`config.mk`:
```
export PLATFORM = sky130hd
export DESIGN_NAME = ext_code_seq
export DESIGN_NICKNAME = d
export VERILOG_FILES = /design/src/rtl/ext_code_seq.sv
export SDC_FILE = /design/constraint.sdc
export NUM_CORES = 1
export LEC_CHECK = 0
export BUFFER_PORTS_ARGS = -buffer_cell sky130_fd_sc_hd__buf_2
export CORE_UTILIZATION = 54
export CTS_CLUSTER_DIAMETER = 100
export DETAILED_ROUTE_END_ITERATION = 8
export HOLD_SLACK_MARGIN = 0.03
export MAX_ROUTING_LAYER = met4
export PLACE_DENSITY = 0.81
export SLEW_MARGIN = 20
export SYNTH_ARGS = -nofsm -noshare
export SYNTH_HDL_FRONTEND = slang
export SYNTH_SLANG_ARGS = --single-unit
```
`constraint.sdc`:
```
create_clock -name iClk -period 4.35 [get_ports iClk]
set_clock_uncertainty 0.1 [all_clocks]
set_input_delay 0 -clock iClk [delete_from_list [all_inputs] [get_ports iClk]]
set_output_delay 0 -clock iClk [all_outputs]
set_load 0.05 [all_outputs]
```
`src/rtl/ext_code_seq.sv`:
```
// External-trigger code sequencer: loads a small code table and plays one
// entry per synchronised rising edge of an asynchronous trigger.
module ext_code_seq #(
    parameter  int WIDTH = 32,
    parameter  int DEPTH = 8,
    localparam int AW    = $clog2(DEPTH)
) (
    input  logic             iClk,
    input  logic             iRst_n,
    input  logic             iClr,
    input  logic             iSET_FLAG,
    input  logic [WIDTH-1:0] iSET_DATA,
    input  logic             iTrigger,
    input  logic             iRearm,
    input  logic             iLoop,
    input  logic             iGated,
    output logic [WIDTH-1:0] oCode,
    output logic [AW-1:0]    oIndex,
    output logic [AW:0]      oCount,
    output logic             oFull,
    output logic             oDone,
    output logic             oOvf
);

    logic             r_sync1;
    logic             r_sync2;
    logic             r_prev;
    logic             r_rise;
    logic             r_fall;
    logic [WIDTH-1:0] r_mem [DEPTH];
    logic [WIDTH-1:0] r_code;
    logic [AW-1:0]    r_index;
    logic [AW-1:0]    r_rptr;
    logic [AW:0]      r_count;
    logic             r_done;
    logic             r_ovf;

    logic             w_full;
    logic             w_wr;
    logic             w_play;
    logic             w_last;
    logic [AW:0]      w_rptr_nx;

    // Edge pulses are registered so a play lands three clocks after first sample.
    always_ff @(posedge iClk or negedge iRst_n) begin
        if (!iRst_n) begin
            r_sync1 <= 1'b0;
            r_sync2 <= 1'b0;
            r_prev  <= 1'b0;
            r_rise  <= 1'b0;
            r_fall  <= 1'b0;
        end else begin
            r_sync1 <= iTrigger;
            r_sync2 <= r_sync1;
            r_prev  <= r_sync2;
            r_rise  <= r_sync2 & ~r_prev;
            r_fall  <= ~r_sync2 & r_prev;
        end
    end

    assign w_full    = (r_count == (AW+1)'(DEPTH));
    assign w_wr      = iSET_FLAG & ~iClr & ~iRearm & ~w_full;
    assign w_play    = r_rise & (r_count != '0) & ~r_done;
    assign w_rptr_nx = {1'b0, r_rptr} + (AW+1)'(1);
    assign w_last    = (w_rptr_nx == r_count);

    always_ff @(posedge iClk) begin
        if (w_wr) begin
            r_mem[r_count[AW-1:0]] <= iSET_DATA;
        end
    end

    always_ff @(posedge iClk or negedge iRst_n) begin
        if (!iRst_n) begin
            r_code  <= '0;
            r_index <= '0;
            r_rptr  <= '0;
            r_count <= '0;
            r_done  <= 1'b0;
            r_ovf   <= 1'b0;
        end else if (iClr) begin
            r_code  <= '0;
            r_index <= '0;
            r_rptr  <= '0;
            r_count <= '0;
            r_done  <= 1'b0;
            r_ovf   <= 1'b0;
        end else if (iRearm) begin
            r_code  <= '0;
            r_rptr  <= '0;
            r_done  <= 1'b0;
        end else begin
            if (iSET_FLAG) begin
                if (w_full) begin
                    r_ovf <= 1'b1;
                end else begin
                    r_count <= r_count + (AW+1)'(1);
                end
            end
            // Play reads the pre-write count, so a same-cycle write is not seen.
            if (w_play) begin
                r_code  <= r_mem[r_rptr];
                r_index <= r_rptr;
                if (w_last) begin
                    r_rptr <= '0;
                    r_done <= ~iLoop;
                end else begin
                    r_rptr <= w_rptr_nx[AW-1:0];
                end
            end else if (r_fall && iGated) begin
                r_code <= '0;
            end
        end
    end

    assign oCode  = r_code;
    assign oIndex = r_index;
    assign oCount = r_count;
    assign oFull  = w_full;
    assign oDone  = r_done;
    assign oOvf   = r_ovf;

endmodule

```
==> summary.txt <==
Run status
  • Status: complete, no violations

Run
  • Max-cap violations: 0

Synthesis
  • Netlist cell types: 36
  • Post-Syn Area: 0.0115 mm²
  • Syn_nets: 617
  • Synthesized area per cell: 20.0 µm²
  • Sequential-to-total area share from yosys stat: 0.777
  • Warnings from Yosys: 0
  • Ys flop type: edfxtp_1
  • FFs w/ async S/R, synth: 0.161
  • Post-synth EDFFs: 256
  • Synthesis-stage register bit count: 305
  • Cells after Synth: 574

STA
  • Least-Margin Pin Slew: 1.11 ns
  • Slew HR: 0.260
  • Setup_tns: 0 ns
  • # setup viols final: 0
  • Fmax: 307 MHz
  • RSZ-0062 raised after global routing: no
  • Slew Viols, Final: 0
  • Tmin final: 3.26 ns
  • Endpoints failing hold: 0
  • Final period util: 0.749

GRT
  • Vias in the first global route: 6066
  • Largest net degree at the start of global routing: 56
  • GRT Residual Overflow: 0
  • First-pass GRT wire length: 35500 µm
  • GRT Util Overall: 0.225
  • Initial antenna violation count: 0

Placement
  • DP HPWL: 12800 µm
  • RD Place Congestion: 0.794
  • Post-placement cell area: 0.0122 mm²
  • Port bufs: 81

Drt
  • DRC viols: 0
  • Initial DRC Count: 431
  • First-pass DRT Iterations: 4
  • Routed WL: 22900 µm
  • Via count: 5813
  • DR vias/cell: 5.81
  • WL per Instance: 22.9 µm
  • Post-route ant nets: 0

Clock network
  • CTS max path bufs: 3
  • CTS clock-pin slew for the worst setup and hold paths: 0.06 ns
  • # Post-CTS Setup Buffers: 0
  • Worst skew pair latency: 0.54 ns
  • TritonCTS clock tree: done
  • Clock sinks: 305
  • Num CTS Buffers: 29
  • H-Tree Depth: 1
  • Root Driver: clkbuf_16

Pwr
  • Power Dens Cells: 433 mW/mm²
  • Leakage: 4.81 nW
  • Maximum vdd drop: 341 µV

Critical path
  • WP data required: 4.47 ns
  • Worst setup path class: register to register
  • Largest fanout on the critical path: 20
  • Type of origin of the critical path: register
  • R2r endpoint: r_mem[3][29]$_DFFE_PP_
  • Top delay family on crit path: simple AND/OR/NAND/NOR gates
  • Arr. time, crit path: 3.38 ns
  • Worst R2R Start: oCount[1]$_DFFE_PN0P_
  • Crit end category: register
  • FF-to-FF path depth: 8
  • Worst path max stage delay: 0.67 ns
  • Setup crit start: oCount[1]$_DFFE_PN0P_
  • CP cell instances: inv_1, ha_1, and3b_2, nand2b_1, nor2_1, nand2_1, nor2_4, buf_4
  • Crit path max-delay cell type: nor2_4
  • CP bufs+invs: 2
  • Flop2flop setup slack: 1.09 ns

Worst hold path
  • Worst min-delay path class: input port to async pin

Cells and area
  • Most frequent cells in the layout: edfxtp_1 (256), buf_2 (81), nand2_1 (77)
  • Ant diodes: 0
  • Fin area: 0.0136 mm²
  • Area grow syn2layout: 18.6%
  • Nets: 751
  • Commonest non-fill, non-tap cell in the layout: edfxtp_1
  • Fill cells: 1362
  • Share of post-route cells with drive strength above 1: 0.303

Floorplanning
  • Die area: 0.0218 mm²
  • # rows: 52
  • Initial Util: 0.558
  • IO Pins: 82
  • Placeable core area: 0.0206 mm²
  • DIE WIDTH: 148 µm
  • Die height: 148 µm
-- worst max path at each step --
stage | endpoint | depth (start not counted)
after global placement | r_mem[5][20]$_DFFE_PP_ | 7
after detailed placement | r_mem[3][1]$_DFFE_PP_ | 8
after CTS | r_mem[3][30]$_DFFE_PP_ | 8
after global routing | r_mem[3][29]$_DFFE_PP_ | 8
final | r_mem[3][29]$_DFFE_PP_ | 8
after floorplan | r_mem[5][0]$_DFFE_PP_ | 8
-- per-stage QoR --
stage                     std cells  power [mW]   util  hold slack [ns]  setup slack [ns]
after CTS                       999        5.91  0.660           0.0510              1.06
after floorplan                 574        3.34      -           -0.396             0.468
after global placement          906        3.41  0.595           0.0129              1.24
final                          1000        5.88  0.661           0.0349              1.09
after global routing           1000        6.03  0.661            0.104             0.887
after detailed placement        906        3.42  0.595           0.0138              1.07
-- registers in the layout (all words and copies together), names as in the netlist --
signal and count:
oCode 32, oOvf 1, r_sync1 1, oDone 1, r_mem 256, r_rise 1, r_prev 1, r_sync2 1
r_fall 1, oCount 4, oIndex 3, r_rptr 3
-- tightest hold or removal path, delay by kind of cell --
kind	cells	cell delay, ns
buffers and inverters	3	1.17
-- metal layers --
layer / global-route usage / share of wire / vias to the layer above
met2: 0.356 / 0.50 / 217
met5: - / 0 / -
li1: - / - / 2544
met4: 0.0613 / 0.022 / 0
met1: 0.310 / 0.42 / 3004
met3: 0.0330 / 0.051 / 48
-- repair_timing --
action	in CTS	in global routing
endpoints found under the setup margin	0	0
resized for setup	0	0
hold buffers	40	0
hold endpoints to repair	318	0
-- cell usage after synthesis, types with 2 or more instances --
library cell | number | area share
o21ai_0 | 3 | 0.0013
nor3_1 | 2 | 0.00087
buf_6 | 3 | 0.0029
inv_1 | 5 | 0.0016
nand2_1 | 77 | 0.025
buf_4 | 3 | 0.0020
nor2b_1 | 3 | 0.0016
clkbuf_1 | 14 | 0.0046
mux4_2 | 64 | 0.13
xor2_1 | 3 | 0.0023
or3b_2 | 2 | 0.0015
xnor2_1 | 2 | 0.0015
buf_2 | 10 | 0.0044
nor2_1 | 18 | 0.0059
a21oi_1 | 7 | 0.0031
nand2b_1 | 2 | 0.0011
edfxtp_1 | 256 | 0.67
a22oi_1 | 32 | 0.021
ha_1 | 3 | 0.0033
dfrtp_1 | 49 | 0.11
-- report_power, final --
| group | leakage (nW) | switching [mW] | internal (mW) |
|---|---|---|---|
| Clock | 0.460 | 1.04 | 1.46 |
| Sequential | 2.98 | 0.0136 | 3.19 |
| Combinational | 1.37 | 0.109 | 0.0699 |
-- cells by family after synthesis --
logic type      Yosys count  synth area share
flops                   305             0.777
buf+inv                  35            0.0155
simple gates            114            0.0428
xor+xnor                  5           0.00382
mux                      65             0.127
fa+ha+maj                 3           0.00327
compound gates           47            0.0310
-- area by class of cell --
class	count	area, µm²	share of cell area
Clock buffer	34	744	0.0547
Clock inverter	19	203	0.0149
Inverter	5	18.8	0.00138
Multi-Input combinational cell	234	2460	0.181
Sequential cell	305	8920	0.656
Tap cell	270	338	0.0248
Timing Repair Buffer	133	916	0.0674
Power figures use the tool's default switching activity.
